`src/rtl/clk_div_multi.sv`:
```
// clk_div_multi: NUM_CH independent 50%-duty clock dividers (any divisor) sharing clk_i.
//   arst_ni : async active-low reset      clk_i  : input clock (both edges used)
//   en_i    : per-channel run enable      div_i  : packed divisors, DIV_WIDTH each
//   load_i  : per-channel divisor load    sync_i : global phase-align strobe
//   clk_o   : divided clocks              tick_o : one-cycle pulse per clk_o rise
//   pend_o  : divisor update pending
module clk_div_multi #(
    parameter int NUM_CH    = 4,
    parameter int DIV_WIDTH = 4,
    parameter int DIV_RESET = 1
) (
    input  logic                        arst_ni,
    input  logic                        clk_i,
    input  logic [NUM_CH-1:0]           en_i,
    input  logic [NUM_CH*DIV_WIDTH-1:0] div_i,
    input  logic [NUM_CH-1:0]           load_i,
    input  logic                        sync_i,
    output logic [NUM_CH-1:0]           clk_o,
    output logic [NUM_CH-1:0]           tick_o,
    output logic [NUM_CH-1:0]           pend_o
);
    localparam int W  = DIV_WIDTH;
    localparam int SW = 2 * W + 2;
    localparam logic [W-1:0]  ONE    = W'(1);
    localparam logic [SW-1:0] ST_RST = {2'b00, W'(DIV_RESET), W'(0)};

    logic [NUM_CH-1:0] en_q;
    logic              sync_q;

    always_ff @(posedge clk_i or negedge arst_ni) begin
        if (!arst_ni) begin
            en_q   <= '0;
            sync_q <= 1'b0;
        end else begin
            en_q   <= en_i;
            sync_q <= sync_i;
        end
    end

    for (genvar c = 0; c < NUM_CH; c++) begin : g_ch
        logic [W-1:0]  sh, cnt, act, act_nx, d_nx, cnt_nx;
        logic [SW-1:0] sp, sn, st, np, nn;
        logic          pend, clk, bnd, hold, clk_nx, rp, rn, tick;

        // Dual-edge state: one half lives in a rising-edge register, the other in a
        // falling-edge register; their XOR is the state, and each edge rewrites its
        // own half so that the XOR becomes the next state.
        assign st                     = sp ^ sn;
        assign {pend, clk, act, cnt}  = st;

        // Period boundary is the edge where clk would rise; a stopped channel sits here.
        assign bnd    = cnt == '0 && !clk;
        assign hold   = bnd && !en_q[c];
        assign act_nx = (bnd && pend) ? sh : act;
        assign d_nx   = (act_nx == '0) ? ONE : act_nx;
        assign cnt_nx = hold || cnt == d_nx - ONE ? '0 : cnt + ONE;
        assign clk_nx = hold ? 1'b0 : clk ^ (cnt == '0);

        // Rising edge: normal step, load strobe may set pending.
        assign np = {load_i[c] | (pend & !bnd), clk_nx, act_nx, cnt_nx};
        // Falling edge: a sync sampled on the previous rising edge forces phase zero
        // and applies any pending divisor.
        assign nn = sync_q ? {2'b00, pend ? sh : act, W'(0)}
                           : {pend & !bnd, clk_nx, act_nx, cnt_nx};

        always_ff @(posedge clk_i or negedge arst_ni) begin
            if (!arst_ni) begin
                sp   <= ST_RST;
                sh   <= W'(DIV_RESET);
                rp   <= 1'b0;
                tick <= 1'b0;
            end else begin
                sp   <= np ^ sn;
                sh   <= load_i[c] ? div_i[c*W +: W] : sh;
                rp   <= clk_nx & !clk;
                // A rise on the previous rising edge or on the falling edge between
                // can never both happen, so this yields one tick per rise.
                tick <= rp | rn;
            end
        end

        always_ff @(negedge clk_i or negedge arst_ni) begin
            if (!arst_ni) begin
                sn <= '0;
                rn <= 1'b0;
            end else begin
                sn <= nn ^ sp;
                rn <= nn[SW-2] & !clk;
            end
        end

        assign clk_o[c]  = clk;
        assign pend_o[c] = pend;
        assign tick_o[c] = tick;
    end
endmodule
```
`config.mk`:
```
export PLATFORM = sky130hd
export DESIGN_NAME = clk_div_multi
export DESIGN_NICKNAME = d
export VERILOG_FILES = /design/src/rtl/clk_div_multi.sv
export SDC_FILE = /design/constraint.sdc
export NUM_CORES = 1
export LEC_CHECK = 0
export ABC_CLOCK_PERIOD_IN_PS = 4200
export CAP_MARGIN = 20
export CORE_MARGIN = 2
export CORE_UTILIZATION = 60
export CTS_CLUSTER_DIAMETER = 100
export DETAILED_ROUTE_END_ITERATION = 7
export GPL_ROUTABILITY_DRIVEN = 0
export PLACE_DENSITY_LB_ADDON = 0.12
export SLEW_MARGIN = 20
export SYNTH_ARGS = -nofsm -noshare
export SYNTH_HDL_FRONTEND = slang
export SYNTH_SLANG_ARGS = --single-unit
```
`constraint.sdc`:
```
create_clock -name clk_i -period 4.2 [get_ports clk_i]
set_clock_uncertainty 0.05 [all_clocks]
set_input_delay 0.84 -clock clk_i [delete_from_list [all_inputs] [get_ports clk_i]]
set_output_delay 0.84 -clock clk_i [all_outputs]
set_load 0.1 [all_outputs]
```
==> impl_results.md, run 1 <==
- Syn Std Cell Area: 6220 µm²
- Tool error: [ERROR GRT-0232] Routing congestion too high. Check the congestion heatmap in the GUI.
- Yosys reg bits: 113
- DIE HEIGHT: 106 µm
- Largest net degree at the start of global routing: 45
- Avg Inst Size Synth: 10.8 µm²
- CTS Buf Count: 17
- Ys async rst share: 1.00
- Remaining Overflow, GRT: 389
- GRT worst endpoint: g_ch[3].sn[3]$_DFF_NN0_/D
- Post-Syn Nets: 615
- Most used flip-flop cell after synthesis: dfrtp_1
- Placed Cells: 924
- Post-DP HPWL: 11400 µm
- Status: aborted with a tool error
- Die X: 106 µm
- Initial core utilization: 0.610
- Sequential share of the synthesized area: 0.456
- Post-synth EDFFs: 0
- Total GRT Usage: 0.891
- Clock H-tree levels: 4
- Post-synthesis cell count: 576
- Clk buf depth: 2
- Stop stage: 5_1_grt
- Yosys warning count: 0
- Row cnt: 37
- Worst End Pin Type: register input
- CTS Sinks: 113
- # IOs: 39
- Netlist cell types: 56
- Port Buffer Count: 38
- Clock root buffer master: clkbuf_8
## per-stage QoR
step	utilization	setup slack, ns	setup TNS (ns)	instance area [µm²]
3_5_place_dp	0.823	-1.17	-32.03	8380
3_3_place_gp	0.823	-1.06	-28.29	8380
4_1_cts	0.936	-1.20	-33.48	9540
2_1_floorplan	-	-1.37	-31.24	6410
## synthesized netlist by cell type, types with 6 or more instances
cell | count | area, µm²
xnor2_1 | 79 | 692
dfrtp_1 | 61 | 1530
nor2_1 | 45 | 169
a21oi_1 | 44 | 220
dfrtn_1 | 44 | 1100
xor2_1 | 36 | 315
mux2_2 | 30 | 338
inv_1 | 29 | 109
o21ai_0 | 20 | 100
nand2_1 | 14 | 52.6
ha_1 | 12 | 150
nand3_1 | 11 | 55.1
mux2i_1 | 10 | 100
nor3_1 | 9 | 45.0
a211oi_1 | 8 | 60.1
dfstp_2 | 8 | 210
or2_2 | 8 | 50.1
nand4_1 | 7 | 43.8
o211ai_1 | 7 | 52.6
a21oi_2 | 6 | 52.6
buf_4 | 6 | 45.0
clkbuf_1 | 6 | 22.5
o31ai_1 | 6 | 45.0
## metal layers
layer | GRT usage | overflow
met4 | 0.992 | 141
met2 | 1.07 | 237
met5 | 0.119 | 1
met1 | 0.873 | 3
met3 | 0.707 | 7
## what timing repair did
| action | CTS |
|---|---|
| endpoints found under the setup margin | 50 |
| gates resized for setup | 73 |
| setup buffers | 37 |
| hold buffers | 0 |
| pin swaps | 31 |
## logic make-up after synthesis
| logic type | count (synthesis) | share of synthesized area |
|---|---|---|
| AO/OA/AOI/OAI | 110 | 0.118 |
| XOR/XNOR | 118 | 0.170 |
| adder cells (fa/ha/maj) | 12 | 0.0241 |
| buffers and inverters | 44 | 0.0318 |
| flip-flops | 113 | 0.456 |
| multiplexers | 46 | 0.0849 |
| AND/OR/NAND/NOR | 133 | 0.115 |
==> inputs of run 2 (changes only) <==
Settings changed: CORE_UTILIZATION 60 to 40, CTS_CLUSTER_DIAMETER 100 to unset, PLACE_DENSITY_LB_ADDON 0.12 to 0.15.
==> run 2 against run 1 <==
  * The flow now finishes, with violations (setup timing)
  * Synthesized area is the same
  * Synthesized cell count is the same
==> impl_results.md, run 2 <==
- Most area-consuming cells after synthesis: dfrtp_1, dfrtn_1, xnor2_1
- Commonest cells after routing, fill and taps aside: buf_4, xnor2_1, dfrtp_1, dfrtn_1, a21oi_1
- CTS Buf Count: 17
- Ys async rst share: 1.00
- Yosys reg bits: 113
- HP Class: in2async
- Final setup viols: 40
- Core Box Area: 15200 µm²
- Vias post-DR: 5166
- CP required: 4.45 ns
- Setup crit end kind: flop
- Netlist cell types: 56
- Failing checks: setup timing
- Clk buf depth: 2
- Initial core utilization: 0.409
- Reg2reg setup slack: -1.17 ns
- Avg Inst Size Synth: 10.8 µm²
- Setup crit start: g_ch[3].sn[1]$_DFF_NN0_
- Post-synth EDFFs: 0
- Routed Antenna Nets: 0
- Avg WL per Cell: 14.7 µm
- Reg2Reg Launch Point: g_ch[3].sn[1]$_DFF_NN0_
- Crit path kind: reg2reg
- Post-synthesis cell count: 576
- Drt first pass iters: 5
- Share of cells above drive strength 1: 0.486
- Slew headroom: 0.355
- CTS Sinks: 113
- N_diodes: 0
- Largest net degree at the start of global routing: 31
- Remaining Overflow, GRT: 0
- # IOs: 39
- Count leader, synth: xnor2_1
- Row cnt: 45
- Leading cell type in the layout, fill and taps excluded: buf_4
- Sequential share of the synthesized area: 0.456
- DRC violations left: 0
- Post-synth top cells: xnor2_1, dfrtp_1, nor2_1
- DIE HEIGHT: 129 µm
- Slew Limit Fails: 0
- Clk_lat worst skew: 0.42 ns
- Crit path max fanout: 4
- Reg clk slew, reported paths: 0.05 ns
- Critical R2R Capture: g_ch[3].sp[2]$_DFF_PN0_
- Status: finished, violations left
- Highest metal used: met4
- WL final: 15400 µm
- Biggest regs: g_ch.sn x40, g_ch.sp x40, g_ch.sh x16
- Layout area overhead: 58.3%
- Antenna violations before repair: 0
- Post-DP HPWL: 10800 µm
- Max Cap Viol: 0
- Fin Hold WS: 0.267 ns
- Clock H-tree levels: 4
- Met1 WL: 6730 µm
- Post-Syn Nets: 615
- Via density: 4.92
- DR iter-0 viols: 240
- Most used flip-flop cell after synthesis: dfrtp_1
- WL met2: 7940 µm
- Setup WS post-layout: -1.17 ns
- DR WL met3: 464 µm
- Startpoint types: flop
- Nets: 888
- Die X: 129 µm
- Unrepaired setup endpoints after global routing: yes
- First-pass GRT wire length: 25700 µm
- Worst R2R Path Depth: 13
- Crit path capture: g_ch[3].sp[2]$_DFF_PN0_
- TritonCTS clock tree: yes
- Synth top area share: 0.246
- Cell taking the most area after synthesis: dfrtp_1
- Hold Vio Cnt, Final: 0
- Total GRT Usage: 0.196
- Clock root buffer master: clkbuf_16
- Yosys warning count: 0
- Port Buffer Count: 38
- CP arrival: 5.61 ns
- Syn Std Cell Area: 6220 µm²
- Worst slew pin tran: 0.965 ns
- Die Area: 16600 µm²
- Vias in the first global route: 5659
==> run 2: worst min-delay path by stage <==
| stage | start | endpoint | cells after the start | slack [ns] |
|---|---|---|---|---|
| final | arst_ni | g_ch[2].sp[6]$_DFF_PN0_ | 1 | 0.27 |
| after floorplan | g_ch[2].sn[0]$_DFF_NN0_ | g_ch[2].sn[0]$_DFF_NN0_ | 1 | 0.35 |
| after CTS | arst_ni | g_ch[2].sp[7]$_DFF_PN0_ | 1 | 0.27 |
| after detailed placement | g_ch[3].rp$_DFF_PN0_ | g_ch[3].tick$_DFF_PN0_ | 1 | 0.36 |
| after global routing | arst_ni | g_ch[2].sp[7]$_DFF_PN0_ | 1 | 0.27 |
| after global placement | g_ch[2].rp$_DFF_PN0_ | g_ch[2].tick$_DFF_PN0_ | 1 | 0.36 |
==> run 2: through the flow <==
| step | utilization | instance area, µm² | setup slack, ns | setup TNS, ns | instances |
|---|---|---|---|---|---|
| 4_1_cts | 0.623 | 9470 | -1.20 | -30.89 | 1036 |
| 2_1_floorplan | - | 6410 | -1.37 | -31.24 | 576 |
| 3_3_place_gp | 0.555 | 8440 | -1.06 | -29.29 | 975 |
| 5_1_grt | 0.647 | 9840 | -1.33 | -37.19 | 1050 |
| 6_report | 0.647 | 9840 | -1.17 | -31.64 | 1050 |
| 3_5_place_dp | 0.555 | 8440 | -1.18 | -31.68 | 975 |
==> run 2: repair_timing <==
action | CTS | global route
gates cloned | 0 | 0
pin swaps | 30 | 27
hold buffers | 0 | 0
resized for setup | 52 | 59
buffers inserted | 30 | 20
endpoints found under the hold margin | 0 | 0
endpoints found under the setup margin | 40 | 56
==> run 2: routing by layer <==
metal,vias to the layer above,GRT usage
li1,2535,-
met1,2536,0.237
met2,73,0.341
met3,22,0.0516
met4,0,0.0652
met5,-,0
==> run 2: final cells by class <==
| cell class | count | area [µm²] |
|---|---|---|
| clock inverter | 10 | 110 |
| timing repair buffer | 269 | 2280 |
| fill | 1145 | 5360 |
| clock buffer | 22 | 474 |
| tap | 188 | 235 |
| multi-input combinational | 419 | 3780 |
| inverter | 29 | 121 |
| sequential | 113 | 2840 |
==> run 2: cells by family (layout without fill, tap and decap cells) <==
group	Yosys count	in the layout	synth area share
DFF	113	113	0.456
buffers and inverters	44	330	0.0318
AOI/OAI and AO/OA	110	110	0.118
and+or+nand+nor	133	133	0.115
xor gates and xnor gates	118	118	0.170
muxes	46	46	0.0849
adders and majority gates	12	12	0.0241
==> run 2: worst max-delay path, stage by stage, from the launching register on <==
cell and delay (ns):
dfrtn_1 0.44, xnor2_2 0.14, ha_2 0.21, nand4_1 0.16, nor2_4 0.20, mux2_4 0.33, ha_4 0.17, xnor2_2 0.13
or4_4 0.43, o31ai_4 0.09, o2111ai_4 0.19, buf_6 0.18, o21ai_4 0.15, mux2_4 0.31
Power of run 2 is left out: the tool's default activity adds up to more than one toggle a clock period on the data nets, which glitch-free logic cannot reach.
==> inputs of run 3 (changes only) <==
Settings changed: CORE_UTILIZATION 40 to 55, SKIP_CTS_REPAIR_TIMING set to 1.
==> run 3 against run 2 <==
  * The flow still finishes with violations (setup timing)
  * Wire length rose by 12%
  * Final cell count fell by 6.9%
  * Register-to-register slack got worse by 0.13 ns
  * Largest cell class unchanged
  * Highest routed layer unchanged
==> impl_results.md, run 3 (same netlist as run 2, synthesis figures left out) <==
- Status: finished, violations left
- Failing checks: setup timing
- Nets: 864
- Reg2Reg Launch Point: g_ch[3].sp[1]$_DFF_PN0_
- Port Buffer Count: 38
- Crit path max fanout: 4
- Vias post-DR: 5398
- Biggest regs: g_ch.sn x40, g_ch.sp x40, g_ch.sh x16
- Vias in the first global route: 5450
- Core Box Area: 10900 µm²
- Pre-CTS setup slack: -1.18 ns
- Largest net degree at the start of global routing: 37
- Clk_lat worst skew: 0.42 ns
- TritonCTS clock tree: yes
- Layout area overhead: 51.7%
- Die Area: 12200 µm²
- Crit path capture: g_ch[3].sn[2]$_DFF_NN0_
- Drt first pass iters: 5
- DR iter-0 viols: 351
- Max Cap Viol: 0
- Via density: 5.52
- Clock H-tree levels: 4
- Clock root buffer master: clkbuf_16
- DRC violations left: 0
- DIE HEIGHT: 110 µm
- Crit path top cell by count: xnor2_2
- Setup crit start: g_ch[3].sp[1]$_DFF_PN0_
- HP Class: in2async
- CP Buf/Inv Count: 0
- Clk buf depth: 2
- CP delay by family, top: simple AND/OR/NAND/NOR gates
- CP arrival: 3.58 ns
- Slowest CP cell: or4_1
- Post-DP HPWL: 10800 µm
- CTS Sinks: 113
- Die X: 110 µm
- Slew headroom: 0.358
- Startpoint types: flop
- CP cell instances: xnor2_2 > ha_2 > nand4_1 > nor2_4 > mux2_4 > ha_4 > xnor2_2 > or4_1 > o31ai_2 > o2111ai_2 > o21ai_2 > mux2_2
- Row cnt: 38
- Layout fillers: 538
- Commonest cells after routing, fill and taps aside: buf_4, xnor2_1, dfrtp_1, dfrtn_1, a21oi_1
- Leading cell type in the layout, fill and taps excluded: buf_4
- N_diodes: 0
- Initial core utilization: 0.569
- Setup WS post-layout: -1.30 ns
- Share of cells above drive strength 1: 0.456
- Slew Limit Fails: 0
- # IOs: 39
- Register area: 2840 µm²
- Setup crit end kind: flop
- Unrepaired setup endpoints after global routing: yes
- Crit path kind: reg2reg
- Reg clk slew, reported paths: 0.06 ns
- Final setup viols: 40
- Number of cells on the critical path: 12
- First-pass GRT wire length: 24200 µm
- Setup TNS: -34.16 ns
- Hold Vio Cnt, Final: 0
- CTS Buf Count: 17
- Routed Antenna Nets: 0
- Critical R2R Capture: g_ch[3].sn[2]$_DFF_NN0_
- Multi-input gate area: 3670 µm²
- CP required: 2.29 ns
- Slowest stage delay, CP: 0.42 ns
- Total GRT Usage: 0.263
- Remaining Overflow, GRT: 0
- Worst slew pin tran: 0.960 ns
- Antenna violations before repair: 0
- Avg WL per Cell: 17.6 µm
- WL final: 17200 µm
- Worst R2R Path Depth: 12
- Reg2reg setup slack: -1.30 ns
run 3: routing by layer:
metal / vias up / part of all wire / global-route usage
met2: 175 / 0.54 / 0.482
met4: 0 / 0.030 / 0.113
met3: 57 / 0.043 / 0.0582
li1: 2495 / - / -
met5: - / 0 / 0
met1: 2671 / 0.39 / 0.290
run 3: worst min-delay path by stage:
| stage | start | endpoint | slack, ns |
|---|---|---|---|
| after floorplan | g_ch[2].sn[0]$_DFF_NN0_ | g_ch[2].sn[0]$_DFF_NN0_ | 0.35 |
| after global placement | g_ch[3].rp$_DFF_PN0_ | g_ch[3].tick$_DFF_PN0_ | 0.36 |
| after detailed placement | g_ch[3].rp$_DFF_PN0_ | g_ch[3].tick$_DFF_PN0_ | 0.36 |
| after CTS | arst_ni | g_ch[0].sp[7]$_DFF_PN0_ | 0.27 |
| after global routing | arst_ni | g_ch[0].sp[7]$_DFF_PN0_ | 0.28 |
| final | arst_ni | g_ch[2].sp[0]$_DFF_PN0_ | 0.27 |
run 3: cell type report:
type,instances,area share
sequential,113,0.301
timing repair buffer,245,0.218
clock inverter,4,0.00239
tap,140,0.0186
clock buffer,28,0.0581
multi-input combinational,419,0.389
inverter,29,0.0126
run 3: metrics by stage:
stage	hold slack, ns	instance area [µm²]	instances	util
2_1_floorplan	0.349	6410	576	-
3_3_place_gp	0.364	8370	926	0.765
3_5_place_dp	0.365	8370	926	0.765
4_1_cts	0.274	8940	958	0.818
5_1_grt	0.283	9430	978	0.863
6_report	0.269	9430	978	0.863
Power of run 3 is left out for the same reason.
==> inputs of run 4 (changes only) <==
Settings changed: CELL_PAD_IN_SITES_DETAIL_PLACEMENT set to 0, CELL_PAD_IN_SITES_GLOBAL_PLACEMENT set to 1, CORE_UTILIZATION 55 to 48, PLACE_DENSITY_LB_ADDON 0.15 to 0.1.
==> run 4 against run 3 <==
  * The flow still finishes with violations (setup timing)
  * Die area rose by 14%
  * Setup slack better by 0.12 ns
  * Wire length down 14%
  * First-iteration DRC count grew 6.0%
  * Final cell count is 2.8% higher
  * Flip-flop and latch count is the same
  * Via count decreased by 6.0%
  * Register-to-register slack better by 0.12 ns
  * Critical path type unchanged
  * Highest routed layer unchanged
==> impl_results.md, run 4 (same netlist as run 2, synthesis figures left out) <==
- Status: finished, violations left
- Failing checks: setup timing
- N_diodes: 0
- Layout fillers: 890
- Row cnt: 41
- Unrepaired setup endpoints after global routing: yes
- Max Cap Viol: 0
- Routed Antenna Nets: 0
- CP delay by family, top: simple AND/OR/NAND/NOR gates
- CTS Buf Count: 17
- Drt first pass iters: 5
- DIE HEIGHT: 118 µm
- Port Buffer Count: 38
- Core Box Area: 12600 µm²
- Die Area: 13900 µm²
- Largest net degree at the start of global routing: 58
- Setup TNS: -30.98 ns
- Die X: 118 µm
- Pre-CTS setup slack: -1.15 ns
- Clock root buffer master: clkbuf_16
- TritonCTS clock tree: yes
- DRC violations left: 0
- Clk_lat worst skew: 0.42 ns
- First-pass GRT wire length: 25100 µm
- Clock H-tree levels: 4
- CP Buf/Inv Count: 0
- CTS Sinks: 113
- Remaining Overflow, GRT: 0
- CP arrival: 3.46 ns
- CP required: 2.29 ns
- CP cell instances: xnor2_2 > ha_2 > nand4_1 > nor2_4 > mux2_4 > ha_4 > xnor2_2 > or4_4 > o31ai_4 > o2111ai_4 > o21ai_2 > mux2_4
- Slowest stage delay, CP: 0.43 ns
- Slew Limit Fails: 0
- Setup crit end kind: flop
- Fin area: 9370 µm²
- Post-DP HPWL: 10400 µm
- Nets: 859
- Worst slew pin tran: 0.974 ns
- Startpoint types: flop
- Vias post-DR: 5076
- Total GRT Usage: 0.223
- Multi-input gate area: 3600 µm²
- Reg clk slew, reported paths: 0.05 ns
- Biggest regs: g_ch.sn x40, g_ch.sp x40, g_ch.sh x16
- WL final: 14800 µm
- Commonest cells after routing, fill and taps aside: buf_4, xnor2_1, dfrtp_1, dfrtn_1, a21oi_1
- Layout area overhead: 50.7%
- Initial core utilization: 0.493
- DR iter-0 viols: 372
- Crit path max fanout: 4
- HP Class: in2async
- Placed inst area: 8360 µm²
- Via density: 5.05
- Setup WS post-layout: -1.17 ns
- Clk buf depth: 2
- Avg WL per Cell: 14.7 µm
- Share of cells above drive strength 1: 0.444
- Slowest CP cell: or4_4
- Crit path kind: reg2reg
- Leading cell type in the layout, fill and taps excluded: buf_4
- Register area: 2840 µm²
- Antenna violations before repair: 0
- Vias in the first global route: 5410
- Final setup viols: 40
- # IOs: 39
- Hold Vio Cnt, Final: 0
- Slew headroom: 0.349
==> run 4: cell count changes in the layout (fill, tap and decap cells not counted), sizes merged <==
cell | before | now
buf | 216 | 211
clkbuf | 28 | 29
clkinv | 3 | 2
==> run 4: worst reg2reg max path, delay by kind of cell (launching register included) <==
family | cells | cell delay [ns]
compound gates | 3 | 0.53
xor+xnor | 2 | 0.33
fa+ha+maj | 2 | 0.37
flops | 1 | 0.41
mux | 2 | 0.66
simple gates | 3 | 0.76
==> run 4: area by class of cell <==
class / count / share of cell area
multi-input combinational: 419 / 0.384
sequential: 113 / 0.303
timing repair buffer: 240 / 0.216
clock buffer: 29 / 0.0588
tap: 172 / 0.0230
inverter: 29 / 0.0132
clock inverter: 3 / 0.00187
==> run 4: stage by stage <==
stage,util,hold WS (ns),cells
2_1_floorplan,-,0.349,576
3_3_place_gp,0.662,0.364,951
3_5_place_dp,0.662,0.365,951
4_1_cts,0.707,0.376,983
5_1_grt,0.743,0.397,1005
6_report,0.743,0.363,1005
==> run 4: final timing paths <==
kind / from / to / slack, ns / depth (start not counted)
setup / recovery: g_ch[3].sp[1]$_DFF_PN0_ / g_ch[3].sn[2]$_DFF_NN0_ / -1.17 / 12
hold / removal: arst_ni / g_ch[2].sp[5]$_DFF_PN0_ / 0.36 / 2
setup reg to reg: g_ch[3].sp[1]$_DFF_PN0_ / g_ch[3].sn[2]$_DFF_NN0_ / -1.17 / 12
hold reg to reg: g_ch[2].rp$_DFF_PN0_ / g_ch[2].tick$_DFF_PN0_ / 0.38 / 1
max in group asynchronous: arst_ni / g_ch[0].sn[9]$_DFF_NN0_ / 1.41 / 2
min in group clk_i: g_ch[2].rp$_DFF_PN0_ / g_ch[2].tick$_DFF_PN0_ / 0.38 / 1
==> run 4: per-layer routing <==
layer / track usage / share of wire
met5: 0 / 0
met4: 0.0798 / 0.017
met3: 0.0572 / 0.035
met2: 0.387 / 0.53
met1: 0.269 / 0.42
Power of run 4 is left out for the same reason.
